===== src/rtl/sal_cmd_arbiter_pkg.sv =====
// sal_cmd_pkg: DRAM command encoding and tFAW slot count shared across the channel
package sal_cmd_pkg;
  typedef enum logic [2:0] {
    CMD_NOP = 3'd0,
    CMD_ACT = 3'd1,
    CMD_RD  = 3'd2,
    CMD_WR  = 3'd3,
    CMD_PRE = 3'd4,
    CMD_REF = 3'd5
  } cmd_t;
  localparam int NUM_FAW_SLOTS = 4;
endpackage


===== src/rtl/sal_cmd_arbiter_if.sv =====
// sal_cmd_arbiter_if: per-bank request lanes, grant vector and registered command bus
interface sal_cmd_arbiter_if #(
  parameter int NUM_BANKS  = 4,
  parameter int BA_WIDTH   = 2,
  parameter int ADDR_WIDTH = 16,
  parameter int ID_WIDTH   = 4
);
  import sal_cmd_pkg::*;
  logic [NUM_BANKS-1:0]            req_valid_i;
  logic [NUM_BANKS*3-1:0]          req_cmd_i;
  logic [NUM_BANKS*ADDR_WIDTH-1:0] req_addr_i;
  logic [NUM_BANKS*ID_WIDTH-1:0]   req_id_i;
  logic [NUM_BANKS-1:0]            gnt_o;
  logic                            cmd_valid_o;
  cmd_t                            cmd_o;
  logic [BA_WIDTH-1:0]             cmd_ba_o;
  logic [ADDR_WIDTH-1:0]           cmd_addr_o;
  logic [ID_WIDTH-1:0]             cmd_id_o;
  modport master (
    output req_valid_i, req_cmd_i, req_addr_i, req_id_i,
    input  gnt_o, cmd_valid_o, cmd_o, cmd_ba_o, cmd_addr_o, cmd_id_o
  );
  modport slave (
    input  req_valid_i, req_cmd_i, req_addr_i, req_id_i,
    output gnt_o, cmd_valid_o, cmd_o, cmd_ba_o, cmd_addr_o, cmd_id_o
  );
endinterface


===== src/rtl/sal_cmd_arbiter_rr_pick.sv =====
// sal_rr_pick: picks the first eligible requester searching upward (mod N) from ptr
module sal_rr_pick #(
  parameter int N = 4,
  localparam int PW = $clog2(N)
) (
  input  logic [N-1:0]  elig,
  input  logic [PW-1:0] ptr,
  output logic [N-1:0]  pick,
  output logic [PW-1:0] idx,
  output logic          any
);
  always_comb begin
    idx = ptr;
    any = 1'b0;
    for (int i = N - 1; i >= 0; i--)
      if (elig[ptr + PW'(i)]) begin
        idx = ptr + PW'(i);
        any = 1'b1;
      end
    pick = any ? N'(1) << idx : '0;
  end
endmodule


===== src/rtl/sal_cmd_arbiter.sv =====
// sal_cmd_arbiter: one command per cycle onto the DRAM bus, column over row, round-robin per class, tFAW-limited ACTs
module sal_cmd_arbiter
  import sal_cmd_pkg::*;
#(
  parameter int NUM_BANKS  = 4,
  parameter int BA_WIDTH   = 2,
  parameter int ADDR_WIDTH = 16,
  parameter int ID_WIDTH   = 4,
  parameter int FAW_WIDTH  = 6
) (
  input  logic                 clk,
  input  logic                 rst,
  input  logic [FAW_WIDTH-1:0] t_faw_m1_i,
  sal_cmd_arbiter_if.slave     bus
);
  localparam int SW = $clog2(NUM_FAW_SLOTS);
  logic [NUM_BANKS-1:0]  act_req, col_elig, row_elig, col_pick, row_pick;
  logic [BA_WIDTH-1:0]   col_idx, row_idx, sel;
  logic [BA_WIDTH-1:0]   col_ptr_q, col_ptr_d, row_ptr_q, row_ptr_d;
  logic                  col_any, row_any, act_gnt, faw_full;
  logic [FAW_WIDTH-1:0]  faw_cnt_q [NUM_FAW_SLOTS];
  logic [FAW_WIDTH-1:0]  faw_cnt_d [NUM_FAW_SLOTS];
  logic [NUM_FAW_SLOTS-1:0] busy;
  logic [SW-1:0]         free_idx;
  logic                  cmd_valid_q, cmd_valid_d;
  cmd_t                  cmd_q, cmd_d;
  logic [BA_WIDTH-1:0]   ba_q, ba_d;
  logic [ADDR_WIDTH-1:0] addr_q, addr_d;
  logic [ID_WIDTH-1:0]   id_q, id_d;

  always_comb begin
    for (int b = 0; b < NUM_BANKS; b++) begin
      act_req[b]  = bus.req_valid_i[b] && (bus.req_cmd_i[3*b +: 3] == CMD_ACT);
      col_elig[b] = bus.req_valid_i[b] && (bus.req_cmd_i[3*b +: 3] == CMD_RD || bus.req_cmd_i[3*b +: 3] == CMD_WR);
      row_elig[b] = (act_req[b] && !faw_full) ||
                    (bus.req_valid_i[b] && (bus.req_cmd_i[3*b +: 3] == CMD_PRE || bus.req_cmd_i[3*b +: 3] == CMD_REF));
    end
  end

  sal_rr_pick #(.N(NUM_BANKS)) u_col_pick (.elig(col_elig), .ptr(col_ptr_q), .pick(col_pick), .idx(col_idx), .any(col_any));
  sal_rr_pick #(.N(NUM_BANKS)) u_row_pick (.elig(row_elig), .ptr(row_ptr_q), .pick(row_pick), .idx(row_idx), .any(row_any));

  assign bus.gnt_o = rst ? '0 : (col_any ? col_pick : row_pick);
  assign sel       = col_any ? col_idx : row_idx;
  assign act_gnt   = !col_any && row_any && act_req[row_idx];

  // A slot is loaded on ACT and counts down; zero means free in that same cycle.
  always_comb begin
    free_idx = '0;
    for (int i = NUM_FAW_SLOTS - 1; i >= 0; i--) begin
      busy[i] = faw_cnt_q[i] != '0;
      if (!busy[i]) free_idx = SW'(i);
    end
    faw_full = &busy;
    for (int i = 0; i < NUM_FAW_SLOTS; i++)
      faw_cnt_d[i] = (act_gnt && free_idx == SW'(i)) ? t_faw_m1_i :
                     busy[i] ? faw_cnt_q[i] - FAW_WIDTH'(1) : '0;
  end

  always_comb begin
    cmd_valid_d = col_any || row_any;
    cmd_d       = cmd_valid_d ? cmd_t'(bus.req_cmd_i[3*sel +: 3]) : CMD_NOP;
    ba_d        = cmd_valid_d ? sel : ba_q;
    addr_d      = cmd_valid_d ? bus.req_addr_i[ADDR_WIDTH*sel +: ADDR_WIDTH] : addr_q;
    id_d        = cmd_valid_d ? bus.req_id_i[ID_WIDTH*sel +: ID_WIDTH] : id_q;
    col_ptr_d   = col_any ? col_idx + BA_WIDTH'(1) : col_ptr_q;
    row_ptr_d   = (!col_any && row_any) ? row_idx + BA_WIDTH'(1) : row_ptr_q;
  end

  always_ff @(posedge clk or posedge rst) begin
    if (rst) begin
      cmd_valid_q <= 1'b0;
      cmd_q       <= CMD_NOP;
      ba_q        <= '0;
      addr_q      <= '0;
      id_q        <= '0;
      col_ptr_q   <= '0;
      row_ptr_q   <= '0;
      faw_cnt_q   <= '{default: '0};
    end else begin
      cmd_valid_q <= cmd_valid_d;
      cmd_q       <= cmd_d;
      ba_q        <= ba_d;
      addr_q      <= addr_d;
      id_q        <= id_d;
      col_ptr_q   <= col_ptr_d;
      row_ptr_q   <= row_ptr_d;
      faw_cnt_q   <= faw_cnt_d;
    end
  end

  assign bus.cmd_valid_o = cmd_valid_q;
  assign bus.cmd_o       = cmd_q;
  assign bus.cmd_ba_o    = ba_q;
  assign bus.cmd_addr_o  = addr_q;
  assign bus.cmd_id_o    = id_q;
endmodule


===== src/flat_wrapper.sv =====
// flat-port wrapper written by rule: the top's interface ports become plain ports
module sal_cmd_arbiter_flat import sal_cmd_pkg::*;
#(
  parameter int NUM_BANKS  = 4,
  parameter int BA_WIDTH   = 2,
  parameter int ADDR_WIDTH = 16,
  parameter int ID_WIDTH   = 4,
  parameter int FAW_WIDTH  = 6
)
  (clk, rst, t_faw_m1_i, bus_req_valid_i, bus_req_cmd_i, bus_req_addr_i, bus_req_id_i, bus_gnt_o, bus_cmd_valid_o, bus_cmd_o, bus_cmd_ba_o, bus_cmd_addr_o, bus_cmd_id_o);
  sal_cmd_arbiter_if #(.NUM_BANKS(NUM_BANKS), .BA_WIDTH(BA_WIDTH), .ADDR_WIDTH(ADDR_WIDTH), .ID_WIDTH(ID_WIDTH)) bus_i ();
  input  logic clk;
  input  logic rst;
  input  logic [FAW_WIDTH-1:0] t_faw_m1_i;
  input wire logic [$bits(bus_i.req_valid_i)-1:0] bus_req_valid_i;
  input wire logic [$bits(bus_i.req_cmd_i)-1:0] bus_req_cmd_i;
  input wire logic [$bits(bus_i.req_addr_i)-1:0] bus_req_addr_i;
  input wire logic [$bits(bus_i.req_id_i)-1:0] bus_req_id_i;
  output wire logic [$bits(bus_i.gnt_o)-1:0] bus_gnt_o;
  output wire logic [$bits(bus_i.cmd_valid_o)-1:0] bus_cmd_valid_o;
  output wire logic [$bits(bus_i.cmd_o)-1:0] bus_cmd_o;
  output wire logic [$bits(bus_i.cmd_ba_o)-1:0] bus_cmd_ba_o;
  output wire logic [$bits(bus_i.cmd_addr_o)-1:0] bus_cmd_addr_o;
  output wire logic [$bits(bus_i.cmd_id_o)-1:0] bus_cmd_id_o;
  assign bus_i.req_valid_i = bus_req_valid_i;
  assign bus_i.req_cmd_i = bus_req_cmd_i;
  assign bus_i.req_addr_i = bus_req_addr_i;
  assign bus_i.req_id_i = bus_req_id_i;
  assign bus_gnt_o = bus_i.gnt_o;
  assign bus_cmd_valid_o = bus_i.cmd_valid_o;
  assign bus_cmd_o = bus_i.cmd_o;
  assign bus_cmd_ba_o = bus_i.cmd_ba_o;
  assign bus_cmd_addr_o = bus_i.cmd_addr_o;
  assign bus_cmd_id_o = bus_i.cmd_id_o;
  sal_cmd_arbiter #(.NUM_BANKS(NUM_BANKS), .BA_WIDTH(BA_WIDTH), .ADDR_WIDTH(ADDR_WIDTH), .ID_WIDTH(ID_WIDTH), .FAW_WIDTH(FAW_WIDTH)) u_core (.clk(clk), .rst(rst), .t_faw_m1_i(t_faw_m1_i), .bus(bus_i));
endmodule

===== config.mk =====
export PLATFORM = sky130hd
export DESIGN_NAME = sal_cmd_arbiter_flat
export DESIGN_NICKNAME = d
export VERILOG_FILES = /design/src/rtl/sal_cmd_arbiter_pkg.sv /design/src/rtl/sal_cmd_arbiter_if.sv /design/src/rtl/sal_cmd_arbiter_rr_pick.sv /design/src/rtl/sal_cmd_arbiter.sv /design/src/flat_wrapper.sv
export SDC_FILE = /design/constraint.sdc
export NUM_CORES = 1
export LEC_CHECK = 0
export CAP_MARGIN = 25
export CORE_ASPECT_RATIO = 1.1
export CORE_MARGIN = 2
export CORE_UTILIZATION = 25
export DETAILED_ROUTE_END_ITERATION = 8
export DONT_BUFFER_PORTS = 1
export SETUP_SLACK_MARGIN = 0.05
export SLEW_MARGIN = 20
export SYNTH_ARGS = -nofsm -noshare
export SYNTH_HDL_FRONTEND = slang
export SYNTH_SLANG_ARGS = --single-unit
export TNS_END_PERCENT = 50

===== constraint.sdc =====
create_clock -name clk -period 4.9 [get_ports clk]
set_clock_uncertainty 0.1 [all_clocks]
set_input_delay 0.49 -clock clk [delete_from_list [all_inputs] [get_ports clk]]
set_output_delay 0.49 -clock clk [all_outputs]
set_load 0.1 [all_outputs]

# --- Yosys cells after proc, flatten, opt, wreduce, memory -nomap -nowiden ---
# Cells that the tools add are included.
totals:
  reg_bits: 54
  in_bits: 104
  out_inout_bits: 30
  wordCells: 155
classes:
  n_addsub: 12
  n_mul: 1
  magnitude_cmp: 9
  n_eq_ne: 23
  shift: 5
  n_mux: 51
  reduce_logical: 43
op_table:
  columns: ["op", "n"]
  rows:
  - ["$shiftx 64x7->16", 1]
  - ["$mux 6", 8]
  - ["$lt 2x3->1 const B", 9]
  - ["$mux 2", 13]
  - ["$eq 3x2->1 const B", 8]
  - ["$eq 3x3->1 const B", 8]
  - ["$reduce_bool 6->1", 4]
  - ["$sub 6x1->6 const B", 4]
  - ["$logic_and 1x1->1", 22]
  - ["$bmux 1 s2", 9]
  - ["$mux 1", 17]
  - ["$shiftx 16x5->4", 1]
  - ["$logic_or 1x1->1", 13]
  - ["$eq 3x1->1 const B", 4]
  - ["$mux 4", 3]
  - ["$shiftx 12x5->3", 1]
  - ["$add 2x1->2 const B", 4]
  - ["$add 2x2->2 const B", 4]
  - ["$shl 1x2->4 const A", 2]
  - ["$eq 2x2->1 const B", 2]
  - ["$mul 2x2->4 const A", 1]
  - ["$reduce_and 4->1", 1]
  - ["$mux 3", 1]
  - ["$eq 2x1->1 const B", 1]
  - ["other kinds (2)", 3]

# --- Depth between registers and ports, before layout ---
# Gate-level depths: netlist (run 1).
depth:
  ltp_word: 16
  ltp_mapped: 14
  ltp_nobuf: 12

# --- Cells and area by module ---
# A second synthesis (run 1) with hierarchy kept.
unflattened:
  cells_unflattened: 340
  hier_area_um2: 3611.0
modules_own_cells:
  columns: ["mod", "instances", "cells_per_inst", "area_per_inst_um2", "seq_area_each_um2"]
  rows:
  - ["sal_cmd_arbiter", 1, 282, 3260.6, 1351.3]
  - ["sal_rr_pick", 2, 29, 175.2, 0.0]

# --- Worst setup path after synthesis (run 1) ---
# Ideal clock, no wire load.
synth_path:
  kind: "register to output"
  startpoint: "register u_core.faw_cnt_q[18] in the netlist's numbering"
  endpoint: "output bus_gnt_o[2]"
  arrival_time_ps: 3702
  t_required_ps: 4310
  setup_slack_ps: 608
  path_stages_with_launch: 15
  n_path_buf: 2
  cell_sequence: "dfrtp_1 > inv_1 > ha_1 > nor2b_1 > o2bb2a_4 > buf_6 > nand2_4 > a2111oi_1 > o21ai_2 > and2_1 > buf_2 > inv_1 > ha_1 > nand3_1 > a21oi_1"
synth_between:
  elab_chain_len: 15
  elab_cells_between_ends: 31
  cone_classes: "shift: 1; mux: 19; reduce/logical: 11"
synth_lines:
  columns: ["item", "line", "text"]
  rows:
  - ["start: declaration", "sal_cmd_arbiter.sv:21", "logic [FAW_WIDTH-1:0] faw_cnt_q [NUM_FAW_SLOTS];"]
  - ["start signal: assignment", "sal_cmd_arbiter.sv:88", "faw_cnt_q <= faw_cnt_d;"]
  - ["$reduce_bool 6->1 *", "sal_cmd_arbiter.sv:51", "busy[i] = faw_cnt_q[i] != '0;"]
  - ["$reduce_and 4->1 *", "sal_cmd_arbiter.sv:54", "faw_full = &busy;"]
  - ["$logic_not 1->1 *", "sal_cmd_arbiter.sv:35", "row_elig[b] = (act_req[b] && !faw_full) ||"]
  - ["$logic_and 1x1->1", "sal_cmd_arbiter.sv:35", null]
  - ["$logic_or 1x1->1", "sal_cmd_arbiter.sv:35", null]
  - ["$bmux 1 s2", "sal_cmd_arbiter_rr_pick.sv:16", "if (elig[ptr + PW'(i)]) begin"]
  - ["$mux 1 (implied by the code)", "sal_cmd_arbiter_rr_pick.sv:16", null]
  - ["$mux 2 (4 in series)", "sal_cmd_arbiter_rr_pick.sv:16", null]
  - ["$shl 1x2->4", "sal_cmd_arbiter_rr_pick.sv:20", "pick = any ? N'(1) << idx : '0;"]
  - ["$mux 4 *", "sal_cmd_arbiter_rr_pick.sv:20", null]
  - ["$mux 4 * (2 in series)", "sal_cmd_arbiter.sv:43", "assign bus.gnt_o = rst ? '0 : (col_any ? col_pick : row_pick);"]
  - ["end: declaration", "flat_wrapper.sv:19", "output wire logic [$bits(bus_i.gnt_o)-1:0] bus_gnt_o;"]
# Mark *: on every way between the ends. The rest lies on a longest branch, timed or not. The select of a mux whose other input is x is not followed.

# --- Worst setup path in the final report (run 1) ---
layout_path:
  startpoint: "register u_core.faw_cnt_q[15] in the netlist's numbering"
  endpoint: "output bus_gnt_o[1]"
# Same word-level chain as after synthesis.

==> results of run 1 <==
worst register-to-register path, stage by stage (launching register included):
cell and delay, ns:
dfrtp_1 0.42, or3_1 0.52, o2bb2ai_2 0.31, nor2_1 0.12
o211ai_1 0.25, a31oi_1 0.14, a211o_4 0.33, o21ai_4 0.65
buf_4 0.38, mux2i_1 0.26, a221oi_2 0.07
sequential cells by signal, indices dropped and copies added (netlist names):
register	flops
u_core.bus.cmd_id_o	4
u_core.bus.cmd_valid_o	1
u_core.faw_cnt_q	24
u_core.bus.cmd_addr_o	16
u_core.bus.cmd_ba_o	2
u_core.col_ptr_q	2
u_core.row_ptr_q	2
u_core.bus.cmd_o	3
report_power, final:
group	internal, mW	switching, mW	leakage [nW]
sequential	0.594	0.865	0.628
combinational	0.411	0.618	0.900
clock	0.245	0.184	0.0819
total	1.25	1.67	1.61
path summary, 6_finish.rpt:
check	from	end	slack (ns)	cells past startpoint
min in group clk	t_faw_m1_i[4]	u_core.faw_cnt_q[16]$_DFF_PP0_	0.22	2
worst min register to register	u_core.faw_cnt_q[12]$_DFF_PP0_	u_core.faw_cnt_q[12]$_DFF_PP0_	0.39	1
worst max register to register	u_core.faw_cnt_q[15]$_DFF_PP0_	u_core.bus.cmd_addr_o[2]$_DFFE_PP0P_	1.23	10
max in group asynchronous	rst	u_core.bus.cmd_addr_o[5]$_DFFE_PP0P_	4.05	2
worst min-delay path	rst	u_core.col_ptr_q[1]$_DFFE_PP0N_	0.17	2
worst max-delay path	u_core.faw_cnt_q[15]$_DFF_PP0_	bus_gnt_o[1]	1.04	11
logic make-up after synthesis:
family	share of synthesized area (%)
muxes	8.56
adders and majority gates	4.11
buffers and inverters	6.70
and+or+nand+nor	19.3
xor gates and xnor gates	1.33
DFF	34.1
AOI/OAI and AO/OA	25.9
layer usage:
metal,routed length (um),vias up,GRT usage (%)
li1,-,1536,-
met2,5350,141,21.7
met3,809,19,3.90
met4,249,0,4.49
met1,4230,1591,15.4
met5,0,-,0
cells in the mapped netlist, types with 3 or more instances:
library cell	n	share of area [%]
a221oi_2	16	6.1
a221oi_1	5	1.1
o22ai_2	3	0.95
buf_6	6	1.7
buf_4	4	0.76
mux2_2	4	1.1
dfrtp_1	54	34
o22ai_1	14	2.2
ha_1	13	4.1
nor3_1	7	0.88
o21ai_1	8	1.0
o21bai_1	3	0.57
nor2b_1	5	0.79
inv_1	17	1.6
o21a_1	3	0.57
a21oi_2	16	3.5
or3_1	6	0.95
nand2_1	46	4.4
o21ai_0	11	1.4
xor2_1	3	0.66
xnor2_1	3	0.66
nand3_1	27	3.4
a31oi_1	4	0.63
mux2i_1	28	7.1
clkbuf_1	5	0.47
o31ai_1	4	0.76
a21oi_1	15	1.9
nor2_1	39	3.7
nand2b_1	6	0.95
or2_2	4	0.63
nand3b_1	5	0.95
buf_2	8	1.0
nand4_1	7	1.1
and2_1	3	0.47
metrics by stage:
stage	instance area, um^2	cells
detailed placement	4110	611
finish	4280	619
global route	4280	619
global placement	4110	611
floorplan	3960	428
CTS	4280	619
final cells by class:
| type | count | share of cell area [%] |
|---|---|---|
| clock buffers | 5 | 2.92 |
| multi-input cells | 330 | 55.3 |
| flip-flops and latches | 54 | 31.6 |
| inverters | 18 | 1.64 |
| clock inverters | 3 | 1.14 |
| well taps | 200 | 5.85 |
| repair buffers | 9 | 1.58 |
==> summary.txt, run 1 <==
Status
  • Status: finished, final reports clean

Worst setup path
  • CP required: 4.31 ns
  • Buffers and inverters on the worst path: 2
  • Crit path DAT: 3.27 ns
  • CP cell instances: or3_1 > o2bb2ai_2 > nor2_1 > o211ai_1 > a31oi_1 > a211o_4 > inv_4 > ha_1 > nand3_1 > a21oi_2 > buf_4
  • Worst Setup Start Kind: register
  • CP endpoint kind: primary output
  • Crit Path Max Fanout: 6
  • Critical Path Slowest Stage Cell: or3_1
  • Max incr delay on CP: 0.52 ns
  • Top cell family by delay on the critical path: compound AO/OA/AOI/OAI gates
  • Setup CP Type: register to primary output

Clock tree
  • Skew-Pair Late Insertion Delay: 0.30 ns
  • H-tree Lvls: 2
  • Worst-path clk slew: 0.08 ns
  • Clk sinks: 54
  • Num CTS Buffers: 5
  • Hold_buf cts: 0
  • Post-CTS setup buffers: 0
  • Clock tree buffer depth: 2
  • Cts repair resizes: 0
  • Clock Root Buffer: clkbuf_16
  • CTS tree: done

Final layout
  • Fill cells: 1633
  • Share of layout cells above drive strength 1: 18.6%
  • Final Net Count: 535
  • Most frequent cells in the layout: 54 x dfrtp_1, 46 x nand2_1, 39 x nor2_1
  • Footprint of the multi-input gates: 2370 um^2
  • Antenna diodes: 0
  • Seq. cell area: 1350 um^2
  • Commonest non-fill, non-tap cell in the layout: dfrtp_1
  • Area growth syn-to-layout: 8.02%
  • Final core occ: 27.4%

Global routing
  • Global-route wire length before repair: 16800 um
  • Pin count of the biggest net entering global routing: 55
  • GRT Util Overall: 12.8%
  • Gr ovfl total: 0
  • Vias in the first global route: 3293
  • Initial antenna violation count: 0

Die
  • Boundary pin count: 134
  • Starting density of the core: 25.4%
  • Core region area: 15600 um^2
  • Die height: 136 um
  • Die ar.: 16900 um^2
  • Row Count: 48
  • Chip Width: 124 um

Synth
  • Number of flops mapped to enable cells by yosys: 0
  • Post-synthesis cell count: 428
  • Post-synthesis sequential area ratio: 34.1%
  • Synthesized area per cell: 9.26 um^2
  • Distinct cells, synth: 60
  • YS warnings: 0
  • FF+latch count, synth: 54
  • Syn_nets: 545
  • Synth Cell Area: 3960 um^2
  • Async SR Flop Fraction: 100%
  • Main synth FF type: dfrtp_1

STA
  • Worst Slack Setup Final: 1.04 ns
  • Tcrit/Tclk final: 78.7%
  • Slew headroom: 33.8%
  • Slew Viols, Final: 0
  • FMAX: 0.259 GHz
  • RSZ-0062 raised after global routing: false
  • Total negative setup slack: 0 ns
  • Final setup violating endpoints: 0
  • Worst slew pin tran: 0.991 ns
  • Fin crit period: 3.86 ns
  • Hold_ws: 0.168 ns
  • Hold Fails Final Rpt: 0

Placed design
  • Routability cong.: 0.849
  • Port Buffers: 0
  • DP Wirelength: 7840 um
  • Worst Setup Slack post-DPL: 1.13 ns

Routing
  • First DRT Iteration DRCs: 211
  • Drt first pass iters: 4
  • DRC viols: 0
  • Routed Antenna Nets: 0
  • Via count: 3287
  • Post-DR wirelength/cell: 17.2 um
  • Final wirelength: 10600 um
  • Vias/cell: 5.31

Power and ir drop
  • Overall Power: 2.92 mW
  • PD cells: 682 nW/um^2
  • VDD IR max: 0.000339 V
  • Pleak: 1.61 nW

Flow run
  • Max-Cap Viols: 0

Worst hold path
  • HP Class: input port to asynchronous set/reset pin
Note: power is estimated with default switching activity, not from simulation.
==> run 2: changes to the inputs <==
- ABC_AREA: default -> 1
- clock period: 4.9 -> 3.7 ns (I/O delays scaled with it)
==> summary.txt, run 2 <==
Routing
  • Routed Antenna Nets: 0 (unchanged)
  • First DRT Iteration DRCs: 197 (-6.6%)
  • Post-DR wirelength/cell: 14.7 um (-14%)
  • Via count: 3937 (+20%)
  • Final wirelength: 11900 um (+12%)
  • DRC viols: 0 (unchanged)
  • Vias/cell: 4.86 (-8.5%)
  • Drt first pass iters: 4 (unchanged)

Placed design
  • DP Wirelength: 8890 um (+13%)
  • Port Buffers: 0 (unchanged)
  • Routability cong.: 0.818 (-3.6%)

Synth
  • Post-synthesis cell count: 607 (+42%)
  • Syn_nets: 724 (+33%)
  • FF+latch count, synth: 54 (unchanged)
  • Leading area contributor after synthesis: dfrtp_1
  • Synth top cells by count: 188 x nand2_1, 134 x nand3_1, 54 x dfrtp_1, 47 x inv_1, 26 x nand4_1
  • Synthesized area per cell: 6.82 um^2 (-26%)
  • Area contributors post-synth: dfrtp_1 33%, nand2_1 17%, nand3_1 16%
  • Synth top area share: 32.6% (-1.5 points)
  • Async SR Flop Fraction: 100% (unchanged)
  • Number of flops mapped to enable cells by yosys: 0 (unchanged)
  • Synth Cell Area: 4140 um^2 (+4.6%)
  • YS warnings: 0 (unchanged)
  • Main synth FF type: dfrtp_1
  • Distinct cells, synth: 37 (-38%)
  • Most numerous cell in the Yosys netlist: nand2_1
  • Post-synthesis sequential area ratio: 32.6% (-1.5 points)

Global routing
  • Gr ovfl total: 0 (unchanged)
  • Vias in the first global route: 3726 (+13%)
  • Pin count of the biggest net entering global routing: 47 (-15%)
  • Initial antenna violation count: 0 (unchanged)
  • Global-route wire length before repair: 18800 um (+11%)
  • GRT Util Overall: 13.2% (+0.40 points)

STA
  • Slew headroom: 36.9% (+3.1 points)
  • Hold_ws: -0.0115 ns (-0.179 ns)
  • RSZ-0062 raised after global routing: false
  • Slew Viols, Final: 0 (unchanged)
  • Final setup violating endpoints: 0 (unchanged)
  • Worst slew pin tran: 0.946 ns (-0.0447 ns)
  • Hold Fails Final Rpt: 4 (+4)
  • Fin crit period: 3.44 ns
  • Tcrit/Tclk final: 92.8%
  • FMAX: 0.291 GHz

Worst hold path
  • HP Class: input port to asynchronous set/reset pin

Worst setup path
  • CP required: 3.23 ns (-1.08 ns)
  • Reg2reg path depth: 23 (+13)
  • Worst Setup Start Kind: register
  • FF-to-FF Start: u_core.faw_cnt_q[0]$_DFF_PP0_
  • RR Endpoint: u_core.bus.cmd_o[0]$_DFF_PP0_
  • Crit Path Max Fanout: 6 (unchanged)
  • Crit path DAT: 2.97 ns (-0.30 ns)
  • Setup slack, reg-to-reg: 0.42 ns (-0.81 ns)
  • Setup CP Type: register to primary output
  • CP endpoint kind: primary output

Final layout
  • Fill cells: 1789 (+9.6%)
  • Area growth syn-to-layout: 10.7%
  • Most flops, register: u_core.faw_cnt_q
  • Final Net Count: 722 (+35%)
  • Commonest non-fill, non-tap cell in the layout: nand2_1
  • Final core occ: 28.1% (+0.72 points)
  • Max FFs per register: 24 (unchanged)
  • Share of layout cells above drive strength 1: 14.7% (-3.9 points)
  • Antenna diodes: 0 (unchanged)
  • Most frequent cells in the layout: 186 x nand2_1, 132 x nand3_1, 54 x dfrtp_1

Die
  • Starting density of the core: 25.4% (+0.034 points)
  • Chip Width: 127 um (+2.2%)
  • Die height: 139 um (+2.2%)
  • Die ar.: 17600 um^2 (+4.4%)
  • Row Count: 49 (+2.1%)
  • Core region area: 16300 um^2 (+4.4%)
  • Boundary pin count: 134 (unchanged)

Clock tree
  • H-tree Lvls: 2 (unchanged)
  • Skew-Pair Late Insertion Delay: 0.31 ns (about the same)
  • Clk sinks: 54 (unchanged)
  • CTS tree: done
  • Clock tree buffer depth: 2 (unchanged)
  • Worst-path clk slew: 0.08 ns (about the same)
  • Num CTS Buffers: 5 (unchanged)
  • Clock Root Buffer: clkbuf_16

Flow run
  • Max-Cap Viols: 0 (unchanged)

Status
  • Violated checks: negative hold slack
  • Status: complete, but fails checks
==> run 2: changes by cell type after synthesis, sizes merged, moves of 20 or more <==
cell | previous run | this run
nand4 | 7 | 27
inv | 18 | 61
nand3 | 27 | 144
a21oi | 32 | 10
nand2 | 47 | 200
mux2i | 29 | 0
a221oi | 21 | 0
==> run 2: kinds of logic after synthesis <==
| group | after synthesis | share of synthesized area [%] |
|---|---|---|
| adders and majority gates | 13 | 3.93 |
| and+or+nand+nor | 410 | 48.1 |
| DFF | 54 | 32.6 |
| buffers and inverters | 87 | 9.24 |
| AOI/OAI and AO/OA | 39 | 5.32 |
| xor gates and xnor gates | 4 | 0.846 |
==> run 2: what timing repair did <==
action,CTS,global route
endpoints found under the hold margin,0,0
endpoints found under the setup margin,0,4
resized for setup,0,14
hold buffers,0,0
setup buffers,0,8
==> run 2: worst max-delay path by stage <==
| stage | startpoint | to | slack, ns |
|---|---|---|---|
| floorplan | u_core.faw_cnt_q[6]$_DFF_PP0_ | bus_gnt_o[1] | -0.20 |
| global placement | u_core.faw_cnt_q[0]$_DFF_PP0_ | bus_gnt_o[2] | 0.56 |
| detailed placement | u_core.faw_cnt_q[0]$_DFF_PP0_ | bus_gnt_o[2] | 0.49 |
| CTS | u_core.faw_cnt_q[0]$_DFF_PP0_ | bus_gnt_o[2] | 0.13 |
| global route | u_core.faw_cnt_q[0]$_DFF_PP0_ | bus_gnt_o[1] | 0.05 |
| finish | u_core.faw_cnt_q[0]$_DFF_PP0_ | bus_gnt_o[1] | 0.26 |
==> run 2: stage by stage <==
stage / cells / setup WS (ns) / instance area, um^2 / TNS [ns]
final: 810 / 0.265 / 4590 / 0
after global routing: 810 / 0.0479 / 4590 / 0
after CTS: 802 / 0.131 / 4480 / 0
after detailed placement: 794 / 0.489 / 4330 / 0
after global placement: 794 / 0.555 / 4330 / 0
after floorplan: 607 / -0.203 / 4150 / -0.406
==> run 2: final cells by class <==
class | instances | area, um^2 | area share (%)
Clock buffer | 5 | 125 | 2.73
Clock inverter | 3 | 28.8 | 0.627
Inverter | 61 | 229 | 4.99
Multi-Input combinational cell | 466 | 2460 | 53.6
Sequential cell | 54 | 1350 | 29.5
Tap cell | 204 | 255 | 5.56
Timing Repair Buffer | 17 | 139 | 3.03
==> run 2: worst max-delay path, cell delays in order (launching register included) <==
cell and delay [ns]:
dfrtp_1 0.38, inv_2 0.07, ha_1 0.16, inv_1 0.07
nor2_4 0.16, nand3_4 0.12, nand2_2 0.10, inv_2 0.05
nand2_2 0.07, nand2_1 0.09, nand3_2 0.10, nand2_1 0.08
o21ai_1 0.13, nand2_1 0.07, nand2_1 0.07, nand3_2 0.13
nand2_4 0.15, ha_1 0.15, nand2_1 0.07, a21oi_2 0.13
buf_4 0.30
==> run 2: per-layer routing <==
metal  wire [um]  track usage [%]
met4         153             2.78
met5           0                0
met2        5760             23.4
met1        5020             15.6
met3        1000             4.40
Power of run 2 is not shown: default switching activity piles up to over one toggle a cycle in this logic, so the estimate is an artifact.
